==> src/rtl/apb_pkg.sv <==
// -----------------------------------------------------------------------------
// apb_pkg
// Shared types and constants for the parametrised APB master:
//   apb_state_e  - bus phase of the master (IDLE / SETUP / ACCESS)
//   READ, WRITE  - encodings of the transfer direction bit
//   rsp_err_e    - cause attached to a completed transfer
//   clog2_min1() - index width helper that never returns 0
// -----------------------------------------------------------------------------
package apb_pkg;

  typedef enum logic [1:0] {
    IDLE   = 2'd0,
    SETUP  = 2'd1,
    ACCESS = 2'd2
  } apb_state_e;

  localparam logic READ  = 1'b0;
  localparam logic WRITE = 1'b1;

  typedef enum logic [1:0] {
    ERR_NONE    = 2'd0,
    ERR_SLAVE   = 2'd1,
    ERR_DECODE  = 2'd2,
    ERR_TIMEOUT = 2'd3
  } rsp_err_e;

  // Width needed to index n items; a single item still gets one bit.
  function automatic int unsigned clog2_min1(input int unsigned n);
    return (n < 2) ? 1 : $clog2(n);
  endfunction

endpackage

==> src/rtl/apb_slave_mux.sv <==
// -----------------------------------------------------------------------------
// apb_slave_mux
// Combinational return-path selector: picks the addressed slave's PREADY,
// PRDATA and PSLVERR out of the per-slave vectors.
// Ports:
//   sel      in   SEL_W          slave index
//   pready   in   N_SLV          per-slave ready
//   prdata   in   N_SLV*DATA_W   per-slave read data, slave i at [i*DATA_W +: DATA_W]
//   pslverr  in   N_SLV          per-slave error
//   ready_c  out  1              selected ready (0 when sel is out of range)
//   rdata_c  out  DATA_W         selected read data (0 when sel is out of range)
//   err_c    out  1              selected error (1 when sel is out of range)
// -----------------------------------------------------------------------------
module apb_slave_mux #(
  parameter int unsigned DATA_W = 8,
  parameter int unsigned N_SLV  = 4,
  parameter int unsigned SEL_W  = 2
) (
  input  logic [SEL_W-1:0]        sel,
  input  logic [N_SLV-1:0]        pready,
  input  logic [N_SLV*DATA_W-1:0] prdata,
  input  logic [N_SLV-1:0]        pslverr,
  output logic                    ready_c,
  output logic [DATA_W-1:0]       rdata_c,
  output logic                    err_c
);

  // An index with no matching slave reads as "never ready, erroring".
  always_comb begin
    ready_c = 1'b0;
    err_c   = 1'b1;
    rdata_c = '0;
    for (int unsigned i = 0; i < N_SLV; i++) begin
      if (sel == SEL_W'(i)) begin
        ready_c = pready[i];
        err_c   = pslverr[i];
        rdata_c = prdata[i*DATA_W +: DATA_W];
      end
    end
  end

endmodule

==> src/rtl/apb_master_n.sv <==
// -----------------------------------------------------------------------------
// apb_master_n
// Single-transfer requester to APB bridge with N_SLV one-hot slave selects.
// Supports reads and writes, PSLVERR capture, out-of-range select decode
// errors, an optional ACCESS-phase timeout and back-to-back transfers.
// Ports:
//   PCLK, PRESET        clock, synchronous active-high reset
//   i_req_valid/o_req_ready  request handshake (o_req_ready combinational)
//   i_req_write/sel/addr/wdata  request payload
//   o_rsp_valid         one-cycle response pulse
//   o_rsp_rdata         read data (0 for writes and errors)
//   o_rsp_err           slave error, decode error or timeout
//   o_rsp_timeout       error was caused by the timeout
//   PSEL, PENABLE, PWRITE, PADDR, PWDATA   registered APB request signals
//   PREADY, PRDATA, PSLVERR                per-slave APB return signals
// -----------------------------------------------------------------------------
module apb_master_n
  import apb_pkg::*;
#(
  parameter int unsigned DATA_W  = 8,
  parameter int unsigned ADDR_W  = 8,
  parameter int unsigned N_SLV   = 4,
  parameter int unsigned TIMEOUT = 16,
  localparam int unsigned SEL_W  = clog2_min1(N_SLV)
) (
  input  logic                    PCLK,
  input  logic                    PRESET,
  input  logic                    i_req_valid,
  output logic                    o_req_ready,
  input  logic                    i_req_write,
  input  logic [SEL_W-1:0]        i_req_sel,
  input  logic [ADDR_W-1:0]       i_req_addr,
  input  logic [DATA_W-1:0]       i_req_wdata,
  output logic                    o_rsp_valid,
  output logic [DATA_W-1:0]       o_rsp_rdata,
  output logic                    o_rsp_err,
  output logic                    o_rsp_timeout,
  output logic [N_SLV-1:0]        PSEL,
  output logic                    PENABLE,
  output logic                    PWRITE,
  output logic [ADDR_W-1:0]       PADDR,
  output logic [DATA_W-1:0]       PWDATA,
  input  logic [N_SLV-1:0]        PREADY,
  input  logic [N_SLV*DATA_W-1:0] PRDATA,
  input  logic [N_SLV-1:0]        PSLVERR
);

  // Counter only has to reach TIMEOUT-1.
  localparam int unsigned CNT_W = clog2_min1(TIMEOUT);

  apb_state_e         state_q;
  logic [SEL_W-1:0]   sel_q;
  logic               write_q;
  logic [CNT_W-1:0]   to_cnt_q;

  logic               mux_ready_c;
  logic [DATA_W-1:0]  mux_rdata_c;
  logic               mux_err_c;
  logic               sel_ok_c;
  logic               to_hit_c;
  logic               cmpl_c;
  logic               free_c;
  logic               accept_c;
  logic               rsp_fire_c;
  logic [N_SLV-1:0]   onehot_c;
  rsp_err_e           cause_c;

  // Return path of the slave captured at accept time.
  apb_slave_mux #(
    .DATA_W (DATA_W),
    .N_SLV  (N_SLV),
    .SEL_W  (SEL_W)
  ) u_slave_mux (
    .sel     (sel_q),
    .pready  (PREADY),
    .prdata  (PRDATA),
    .pslverr (PSLVERR),
    .ready_c (mux_ready_c),
    .rdata_c (mux_rdata_c),
    .err_c   (mux_err_c)
  );

  // Handshake and completion decode.
  assign sel_ok_c = (32'(i_req_sel) < N_SLV);
  assign to_hit_c = (TIMEOUT != 0) && (to_cnt_q == CNT_W'(TIMEOUT - 1));
  assign cmpl_c   = (state_q == ACCESS) && (mux_ready_c || to_hit_c);
  assign free_c   = (state_q == IDLE) || cmpl_c;

  // A decode error on a completion cycle would need a second response pulse
  // in the same cycle, so such a request waits for IDLE one cycle later.
  assign o_req_ready = (state_q == IDLE) || (cmpl_c && sel_ok_c);
  assign accept_c    = i_req_valid && o_req_ready;
  assign rsp_fire_c  = cmpl_c || (accept_c && !sel_ok_c);
  assign onehot_c    = N_SLV'(1) << i_req_sel;

  // Cause of the response produced this cycle (PREADY beats the timeout).
  always_comb begin
    cause_c = ERR_NONE;
    if (state_q == ACCESS) begin
      if (mux_ready_c) begin
        cause_c = mux_err_c ? ERR_SLAVE : ERR_NONE;
      end else if (to_hit_c) begin
        cause_c = ERR_TIMEOUT;
      end
    end else if (state_q == IDLE && !sel_ok_c) begin
      cause_c = ERR_DECODE;
    end
  end

  // Phase FSM with registered bus and response outputs.
  always_ff @(posedge PCLK) begin
    if (PRESET) begin
      state_q       <= IDLE;
      sel_q         <= '0;
      write_q       <= READ;
      to_cnt_q      <= '0;
      PSEL          <= '0;
      PENABLE       <= 1'b0;
      PWRITE        <= 1'b0;
      PADDR         <= '0;
      PWDATA        <= '0;
      o_rsp_valid   <= 1'b0;
      o_rsp_rdata   <= '0;
      o_rsp_err     <= 1'b0;
      o_rsp_timeout <= 1'b0;
    end else begin
      o_rsp_valid   <= 1'b0;
      o_rsp_rdata   <= '0;
      o_rsp_err     <= 1'b0;
      o_rsp_timeout <= 1'b0;

      if (rsp_fire_c) begin
        o_rsp_valid   <= 1'b1;
        o_rsp_err     <= (cause_c != ERR_NONE);
        o_rsp_timeout <= (cause_c == ERR_TIMEOUT);
        o_rsp_rdata   <= (cause_c == ERR_NONE && write_q == READ) ? mux_rdata_c : '0;
      end

      unique case (state_q)
        SETUP: begin
          state_q <= ACCESS;
          PENABLE <= 1'b1;
        end
        ACCESS: begin
          if (!cmpl_c) begin
            to_cnt_q <= to_cnt_q + CNT_W'(1);
          end
        end
        default: state_q <= IDLE;
      endcase

      // Either launch the next transfer or park the bus.
      if (free_c) begin
        if (accept_c && sel_ok_c) begin
          state_q  <= SETUP;
          sel_q    <= i_req_sel;
          write_q  <= i_req_write;
          to_cnt_q <= '0;
          PSEL     <= onehot_c;
          PENABLE  <= 1'b0;
          PWRITE   <= i_req_write;
          PADDR    <= i_req_addr;
          PWDATA   <= (i_req_write == WRITE) ? i_req_wdata : '0;
        end else begin
          state_q  <= IDLE;
          PSEL     <= '0;
          PENABLE  <= 1'b0;
          PWRITE   <= 1'b0;
          PADDR    <= '0;
          PWDATA   <= '0;
        end
      end
    end
  end

endmodule

==> config.mk <==
export PLATFORM = sky130hd
export DESIGN_NAME = apb_master_n
export DESIGN_NICKNAME = d
export VERILOG_FILES = /design/src/rtl/apb_pkg.sv /design/src/rtl/apb_slave_mux.sv /design/src/rtl/apb_master_n.sv
export SDC_FILE = /design/constraint.sdc
export NUM_CORES = 1
export LEC_CHECK = 0
export CAP_MARGIN = 20
export CORE_MARGIN = 2
export CORE_UTILIZATION = 37
export DETAILED_ROUTE_END_ITERATION = 8
export GPL_TIMING_DRIVEN = 0
export HOLD_SLACK_MARGIN = 0.05
export PLACE_DENSITY = 0.81
export SETUP_SLACK_MARGIN = 0.2
export SYNTH_ARGS = -nofsm -noshare
export SYNTH_HDL_FRONTEND = slang
export SYNTH_SLANG_ARGS = --single-unit
==> constraint.sdc <==
create_clock -name PCLK -period 2.5 [get_ports PCLK]
set_input_delay 0.75 -clock PCLK [delete_from_list [all_inputs] [get_ports PCLK]]
set_output_delay 0.75 -clock PCLK [all_outputs]
set_load 0.02 [all_outputs]
==> run metrics, run 1 <==
Logic pwr share 0.172; Worst Hold Class register to register; Tmin final 2.45 ns; internal power 1.29 mW; Vias/cell 4.99; power share of the sequential group 0.427; Max Clock Skew 0.00701 ns; clock share of power 0.401; Synthesis Warnings 0; Max-Cap Viols 0; Vias 1,468; Die W 69.7 um; flop and latch count out of synthesis 42; DRT Pass-1 Iters 4; final std cells w/o fill 294; row count 23; P&R area growth vs syn 76.4%; Cells after Synth 137; Setup crit start kind primary input; die area 4860 um^2; initial antenna violation count 0; CTS tree built; area of the mapped netlist 1600 um^2; sequential-to-total area share from yosys stat 0.526; leading post-synthesis cells by cell area dfxtp_1 53%, mux4_2 14%, a22o_1 9.3%, and3_1 3.5%, nor2_1 2.3%; Util after Layout 0.690; Sw Ratio 0.215; Starting DRT DRC Count 41; arrival time worst endpoint 1.70 ns; I/O Pins 96; Worst setup EP type primary output; global routing usage on met2 0.300; Synth top area share 0.526; Total GRT Usage 0.181; Synthesized Nets 200; Avg WL per Cell 14.8 um; DRT antenna net count 0; Psw 0.354 mW; most common cell after layout, fill and taps aside clkdlybuf4s50_1; worst skew pair latency 0.29 ns; Avg Inst Size Synth 11.7 um^2; Hold WS 0.454 ns; met1 GRT Util 0.216; Setup violations, final 0; Slew headroom 0.611; unrepaired setup endpoints after global routing true; status completed; DRC viols 0; CP Data Required Time 1.75 ns; hold_buf cts 0; Final HPWL DP 3120 um; Ant. Diodes 0; clock root buffer clkbuf_8; die height 69.7 um; largest area contributor in the netlist dfxtp_1; commonest cells after routing, fill and taps aside 90 x clkdlybuf4s50_1, 42 x dfxtp_1, 17 x a22o_1, 10 x mux4_2; placed insts 282; Routed WL 4350 um; VDD IR-drop max 399 uV; core area 4090 um^2; Static Leak 1.09 nW; post-placement cell area 2620 um^2; first-pass GRT wire length 6890 um; clock tree sinks 42; met3 global-route usage 0.0727; Cell variety after synth 28; worst-path fanout max 2; worst-margin pin slew 0.584 ns; vias in the first global route 1,465; largest net degree at the start of global routing 14; Final #Nets 306; GPL Wtd Cong 0.709; Max Fclk 0.408 GHz; fin. max-slew vios 0; CTS buffer count 5; share of cells above drive strength 1 0.160; Setup TNS 0 ns; Initial Utilization 0.391; Final Hold Vio Count 0; Clock Path Buffers 2; grt ovf 0; GR peak layer met2; period utilization 0.980; H-tree levels 2; clk slew on worst S/H paths 0.08 ns; Design Area, Final 2820 um^2; pwr dens 585 nW/um^2; Setup CP Type primary input to primary output; port bufs 95
==> final timing paths <==
kind                         startpoint                endpoint  slack [ns]  cells past startpoint
hold reg to reg    PSEL[2]$_SDFFE_PP0P_    PSEL[2]$_SDFFE_PP0P_        0.45                      2
setup reg to reg  sel_q[0]$_SDFFE_PP0P_  PWDATA[4]$_SDFFE_PP0P_        0.30                      7
setup / recovery              PREADY[3]             o_req_ready        0.05                      5
hold / removal     PSEL[2]$_SDFFE_PP0P_    PSEL[2]$_SDFFE_PP0P_        0.45                      2
==> area by class of cell <==
| class | instances | area, um^2 |
|---|---|---|
| Timing Repair Buffer | 99 | 981 |
| Inverter | 6 | 22.5 |
| Sequential cell | 42 | 841 |
| Fill cell | 339 | 1270 |
| Multi-Input combinational cell | 81 | 727 |
| Clock buffer | 6 | 82.6 |
| Clock inverter | 2 | 60.1 |
| Tap cell | 50 | 62.6 |
| Buffer | 8 | 43.8 |
==> stage by stage <==
stage          total power, mW  setup WS, ns
2_1_floorplan            0.835         0.204
3_3_place_gp             0.984        -0.757
3_5_place_dp             0.988        -0.780
4_1_cts                   1.65        0.0439
5_1_grt                   1.72        0.0228
6_report                  1.65        0.0489
==> timing repair <==
action,CTS,global route
resized for setup,21,12
setup buffers,2,2
pin swaps,2,2
endpoints found under the hold margin,0,0
setup endpoints to repair,24,29
==> state kept, by name, summed over array words and instances (netlist names) <==
register,flops
PWRITE,1
PSEL,4
sel_q,2
write_q,1
o_rsp_timeout,1
o_rsp_rdata,8
to_cnt_q,4
o_rsp_valid,1
PADDR,8
PWDATA,8
PENABLE,1
state_q,2
o_rsp_err,1
==> cell families after synthesis <==
family	Yosys count	share of synthesized area
simple gates	35	0.115
compound gates	30	0.146
fa+ha+maj	1	0.00782
xor+xnor	3	0.0164
buf+inv	14	0.0360
mux	12	0.153
flops	42	0.526
==> synth_stat cells, drive strengths merged <==
library cell,instances
o21bai,1
or2,1
nor4,1
ha,1
nor4b,1
mux2i,2
mux4,10
buf,4
and3,9
dfxtp,42
a21oi,3
o32ai,1
o31a,1
nand3,1
clkbuf,4
a21o,1
inv,6
and2,1
xnor2,3
nor3b,2
o21ai,4
a32o,1
nor3,3
nor2,10
nand2b,2
nand2,4
a22o,17
a31oi,1
==> metal layers <==
layer	part of all wire	routed length, um
met5	0	0
met4	0.012	54
met3	0.092	401
met2	0.47	2040
met1	0.43	1850
==> power groups by stage <==
stage               sequential, mW  clock, mW  combinational, mW
finish                       0.705      0.661              0.283
global route                 0.708      0.705              0.303
CTS                          0.705      0.668              0.275
detailed placement           0.720          0              0.269
global placement             0.719          0              0.264
floorplan                    0.739          0             0.0959
==> worst max-delay path, stage by stage <==
cell and delay, ns:
buf_6 0.09, mux4_2 0.51, nor2_4 0.12, a21oi_2 0.07, buf_4 0.16
No activity file was read; power rests on OpenSTA's default activity.
==> inputs of run 2 (changes only) <==
--- a/config.mk
+++ b/config.mk
@@ -5,14 +5,15 @@
 export SDC_FILE = /design/constraint.sdc
 export NUM_CORES = 1
 export LEC_CHECK = 0
-export CAP_MARGIN = 20
+export CAP_MARGIN = 10
 export CORE_MARGIN = 2
 export CORE_UTILIZATION = 37
 export DETAILED_ROUTE_END_ITERATION = 8
 export GPL_TIMING_DRIVEN = 0
 export HOLD_SLACK_MARGIN = 0.05
 export PLACE_DENSITY = 0.81
-export SETUP_SLACK_MARGIN = 0.2
+export SETUP_SLACK_MARGIN = 0.4
+export SLEW_MARGIN = 10
 export SYNTH_ARGS = -nofsm -noshare
 export SYNTH_HDL_FRONTEND = slang
 export SYNTH_SLANG_ARGS = --single-unit
==> run 2 against run 1 <==
Die area is the same; flip-flop and latch count is the same; sequential power is essentially flat; clock power shrank 35%; critical path depth is the same; wire length shrank 1.1%; sequential share of layout area grew 0.27 points; clock-buffer cell count is the same; power shrank 14%; global-route usage grew 1.2 points; register-to-register slack gained 0.05 ns; hold slack gained 0.0045 ns; critical path type unchanged.
==> run metrics, run 2 (synthesized netlist as in run 1, its figures left out) <==
H-tree levels 2 (unchanged); P&R area growth vs syn 74.8% (was 76.4%); worst hold path endpoint PWRITE$_SDFFE_PP0P_ (was PSEL[2]$_SDFFE_PP0P_); Util after Layout 0.684 (was 0.690); period utilization 0.977 (was 0.980); Final HPWL DP 3210 um (was 3120 um); met3 global-route usage 0.0451 (was 0.0727); I/O Pins 96 (unchanged); clock root buffer clkbuf_8 (unchanged); Clock Path Buffers 2 (unchanged); Total GRT Usage 0.192 (was 0.181); clock tree sinks 42 (unchanged); largest net degree at the start of global routing 14 (unchanged); Starting DRT DRC Count 68 (was 41); core area 4090 um^2 (unchanged); fin. max-slew vios 0 (unchanged); Seq. cell area 841 um^2 (unchanged); PnR worst setup slack 0.0573 ns (was 0.0489 ns); CP Data Required Time 1.75 ns (about the same); commonest cells after routing, fill and taps aside 90 x clkdlybuf4s50_1, 42 x dfxtp_1, 17 x a22o_1, 10 x mux4_2 (unchanged); row count 23 (unchanged); DRT antenna net count 0 (unchanged); Max Clock Skew 0.00828 ns (was 0.00701 ns); initial antenna violation count 0 (unchanged); Setup CP Type primary input to primary output (unchanged); CTS buffer count 5 (unchanged); GR peak layer met2 (unchanged); worst-margin pin slew 0.574 ns (was 0.584 ns); Setup violations, final 0 (unchanged); RR Endpoint PWDATA[2]$_SDFFE_PP0P_ (was PWDATA[4]$_SDFFE_PP0P_); Final Hold Vio Count 0 (unchanged); Routed WL 4300 um (was 4350 um); worst skew pair latency 0.30 ns (was 0.29 ns); hold_buf cts 0 (unchanged); Placement Setup Slack -0.749 ns (was -0.780 ns); VDD IR-drop max 335 uV (was 399 uV); worst hold start PWRITE$_SDFFE_PP0P_ (was PSEL[2]$_SDFFE_PP0P_); unrepaired setup endpoints after global routing true (unchanged); CTS tree built (unchanged); R2R Setup Slk 0.35 ns (was 0.30 ns); worst-path fanout max 2 (unchanged); crit-path most repeated cell buf_6; GPL Wtd Cong 0.709 (about the same); Ant. Diodes 0 (unchanged); depth of the worst register-to-register path 7 (unchanged); Max-Cap Viols 0 (unchanged); Max Fclk 0.409 GHz (was 0.408 GHz); Setup crit start kind primary input (unchanged); Crit-path slowest cell mux4_2 (unchanged); Static Leak 1.08 nW (was 1.09 nW); Initial Utilization 0.391 (unchanged); Tmin final 2.44 ns (was 2.45 ns); die area 4860 um^2 (unchanged); Slew headroom 0.616 (was 0.611); port bufs 95 (unchanged); Die W 69.7 um (unchanged); pwr dens 510 nW/um^2 (was 585 nW/um^2); Regs by FF count PADDR x8, PWDATA x8, o_rsp_rdata x8 (unchanged); Multi-input gate area 736 um^2 (was 727 um^2); share of cells above drive strength 1 0.159 (was 0.160); Avg WL per Cell 14.6 um (was 14.8 um); Worst setup EP type primary output (unchanged); clk slew on worst S/H paths 0.08 ns (about the same); die height 69.7 um (unchanged); CP peak stage delay 0.51 ns (about the same); vias in the first global route 1,526 (was 1,465); Vias 1,466 (was 1,468); DRC viols 0 (unchanged); Worst Hold Class register to register (unchanged); Vias/cell 4.97 (was 4.99); status completed (unchanged); most common cell after layout, fill and taps aside clkdlybuf4s50_1 (unchanged); met1 GRT Util 0.242 (was 0.216); Final #Nets 307 (was 306); CP cell instances buf_6, mux4_2, nor2_4, a21oi_4, buf_6 (was buf_6, mux4_2, nor2_4, a21oi_2, buf_4); arrival time worst endpoint 1.69 ns (was 1.70 ns); first-pass GRT wire length 7400 um (was 6890 um); global routing usage on met2 0.313 (was 0.300); worst hold path depth 1 (was 2); FILL cells 324 (was 339); reg-to-reg startpoint sel_q[0]$_SDFFE_PP0P_ (unchanged); grt ovf 0 (unchanged); DRT Pass-1 Iters 4 (unchanged)
==> run 2: worst max-delay path by stage <==
stage	start	end	slack, ns	depth (start not counted)
floorplan	PREADY[3]	o_req_ready	0.23	3
global placement	PREADY[3]	o_req_ready	-0.74	5
detailed placement	PREADY[3]	o_req_ready	-0.75	5
CTS	PREADY[3]	o_req_ready	0.03	5
global route	PREADY[3]	o_req_ready	0.04	5
finish	PREADY[3]	o_req_ready	0.06	5
==> run 2: what timing repair did <==
item                                    4_1_cts  5_1_grt
pin swaps                                     3        3
setup buffers                                 4        1
endpoints found under the setup margin       38       36
resized for setup                            22        8
==> run 2: layout make-up <==
cell class | instances | share of cell area
clock inverter | 2 | 0.00492
buffer | 8 | 0.0206
sequential | 42 | 0.301
tap | 50 | 0.0224
multi-input combinational | 81 | 0.263
timing repair buffer | 100 | 0.354
clock buffer | 6 | 0.0260
inverter | 6 | 0.00806
==> run 2: power breakdown <==
part	switching, mW	internal, mW
sequential	0.0141	0.691
clock	0.233	0.197
combinational	0.107	0.183
==> run 2: critical path: cells and delay by family <==
family	cells	cell delay [ns]
buffers and inverters	2	0.22
and+or+nand+nor	1	0.14
AOI/OAI and AO/OA	1	0.07
muxes	1	0.51
==> run 2: stage by stage <==
step           instances  TNS (ns)  hold WS, ns  total power, mW  cell area (um^2)
2_1_floorplan        137         0        0.440            0.839              1630
3_5_place_dp         282     -6.12        0.446            0.992              2650
4_1_cts              294         0        0.465             1.43              2760
6_report             295         0        0.459             1.43              2800
3_3_place_gp         282     -5.26        0.433            0.988              2650
5_1_grt              295         0        0.473             1.48              2800
==> run 2: layer usage <==
layer / part of all wire / wire [um]
met3: 0.075 / 321
met1: 0.42 / 1800
met4: 0.027 / 115
met2: 0.48 / 2060
met5: 0 / 0
==> inputs of run 3 (changes only) <==
--- a/config.mk
+++ b/config.mk
@@ -6,7 +6,7 @@
 export NUM_CORES = 1
 export LEC_CHECK = 0
 export CAP_MARGIN = 10
-export CORE_MARGIN = 2
+export CORE_MARGIN = 3
 export CORE_UTILIZATION = 37
 export DETAILED_ROUTE_END_ITERATION = 8
 export GPL_TIMING_DRIVEN = 0
==> run 3 against run 2 <==
Sequential share of layout area is the same; non-clock buffer count unchanged; wire length is 4.5% higher; clock skew shrank 0.0014 ns; setup slack improved by 0.0047 ns; cell area unchanged; power increased by 1.9%; largest cell class unchanged; largest power group unchanged.
==> run metrics, run 3 (synthesized netlist as in run 1, its figures left out) <==
Avg WL per Cell 15.2 um (was 14.6 um); core area 4090 um^2 (unchanged); die area 5150 um^2 (was 4860 um^2); Total GRT Usage 0.180 (was 0.192); commonest cells after routing, fill and taps aside 90 x clkdlybuf4s50_1, 42 x dfxtp_1, 17 x a22o_1, 10 x mux4_2 (unchanged); Hold WS 0.456 ns (was 0.459 ns); grt ovf 0 (unchanged); total power 1.45 mW (was 1.43 mW); P&R area growth vs syn 74.8% (unchanged); Setup violations, final 0 (unchanged); Crit-path slowest cell mux4_2 (unchanged); fin. max-slew vios 0 (unchanged); worst hold start PWRITE$_SDFFE_PP0P_ (unchanged); H-tree levels 2 (unchanged); largest net degree at the start of global routing 14 (unchanged); Setup CP Type primary input to primary output (unchanged); CTS tree built (unchanged); initial antenna violation count 0 (unchanged); worst skew pair latency 0.30 ns (about the same); Vias/cell 4.99 (was 4.97); clk slew on worst S/H paths 0.08 ns (about the same); CP cell instances buf_2, mux4_2, nor2_4, a21oi_4, buf_6 (was buf_6, mux4_2, nor2_4, a21oi_4, buf_6); port bufs 95 (unchanged); Die W 71.7 um (was 69.7 um); Tmin final 2.44 ns (about the same); GPL Wtd Cong 0.713 (was 0.709); share of cells above drive strength 1 0.155 (was 0.159); CTS buffer count 5 (unchanged); reg-to-reg startpoint sel_q[0]$_SDFFE_PP0P_ (unchanged); post-placement cell area 2650 um^2 (unchanged); Ant. Diodes 0 (unchanged); period utilization 0.975 (was 0.977); Worst Hold Class register to register (unchanged); VDD IR-drop max 395 uV (was 335 uV); DRT Pass-1 Iters 6 (was 4); die height 71.7 um (was 69.7 um); row count 23 (unchanged); clock root buffer clkbuf_8 (unchanged); status completed (unchanged); vias in the first global route 1,460 (was 1,526); Max Clock Skew 0.00692 ns (was 0.00828 ns); I/O Pins 96 (unchanged); Regs by FF count PADDR x8, PWDATA x8, o_rsp_rdata x8 (unchanged); clock tree sinks 42 (unchanged); worst-path fanout max 2 (unchanged); Design Area, Final 2800 um^2 (unchanged); Starting DRT DRC Count 29 (was 68); DRC viols 0 (unchanged); Final #Nets 307 (unchanged); unrepaired setup endpoints after global routing true (unchanged); Max Fclk 0.410 GHz (was 0.409 GHz); CP Data Required Time 1.75 ns (about the same); pwr dens 520 nW/um^2 (was 510 nW/um^2); Final HPWL DP 3430 um (was 3210 um); Clock Path Buffers 2 (unchanged); Routed WL 4490 um (was 4300 um); arrival time worst endpoint 1.69 ns (about the same); Slew headroom 0.612 (was 0.616); worst-margin pin slew 0.583 ns (was 0.574 ns); CP peak stage delay 0.50 ns (was 0.51 ns); Setup crit start kind primary input (unchanged); Setup TNS 0 ns (unchanged); most common cell after layout, fill and taps aside clkdlybuf4s50_1 (unchanged); Util after Layout 0.684 (unchanged); critical path launch point PREADY[0] (was PREADY[3]); first-pass GRT wire length 7050 um (was 7400 um); Vias 1,473 (was 1,466); Initial Utilization 0.391 (unchanged); Worst setup EP type primary output (unchanged); DRT antenna net count 0 (unchanged); Final Hold Vio Count 0 (unchanged); Max-Cap Viols 0 (unchanged); Static Leak 1.08 nW (about the same)
-- run 3: path summary, 6_finish.rpt --
check | to | slack, ns | cells after the start
worst max-delay path | o_req_ready | 0.06 | 5
worst max register to register | PADDR[2]$_SDFFE_PP0P_ | 0.44 | 5
worst min register to register | PWRITE$_SDFFE_PP0P_ | 0.46 | 1
worst min-delay path | PWRITE$_SDFFE_PP0P_ | 0.46 | 1
-- run 3: final cells by class --
class                      instances  area [um^2]
sequential                        42          841
fill                             321         1290
clock inverter                     2         12.5
buffer                             8         55.1
tap                               50         62.6
multi-input combinational         81          731
clock buffer                       6         82.6
timing repair buffer             100          988
inverter                           6         22.5
-- run 3: power by group --
| group | internal [mW] | switching, mW | leakage [nW] |
|---|---|---|---|
| sequential | 0.691 | 0.0145 | 0.341 |
| clock | 0.222 | 0.240 | 0.0472 |
| combinational | 0.179 | 0.106 | 0.688 |
| total | 1.09 | 0.360 | 1.08 |
-- run 3: metrics by stage --
| step | setup WS [ns] | cells |
|---|---|---|
| floorplan | 0.230 | 137 |
| global placement | -0.743 | 282 |
| detailed placement | -0.748 | 282 |
| CTS | 0.0267 | 293 |
| global route | 0.0366 | 295 |
| finish | 0.0620 | 295 |
-- run 3: layer usage --
metal,track usage,vias to the layer above,share of wire,routed length [um]
li1,-,721,-,-
met1,0.210,683,0.40,1800
met2,0.301,58,0.50,2250
met3,0.0477,11,0.067,299
met4,0.0981,0,0.030,134
met5,0,-,0,0
-- run 3: timing repair --
item                                    in CTS  in global routing
buffers inserted                             3                  2
hold buffers                                 0                  0
endpoints found under the setup margin      39                 31
endpoints found under the hold margin        0                  0
pin swaps                                    3                  2
gates resized for setup                     22                  3
-- run 3: worst max-delay path: cells and delay by family --
kind | cells | cell delay (ns)
AND/OR/NAND/NOR | 1 | 0.14
buffers and inverters | 2 | 0.23
AO/OA/AOI/OAI | 1 | 0.07
multiplexers | 1 | 0.50
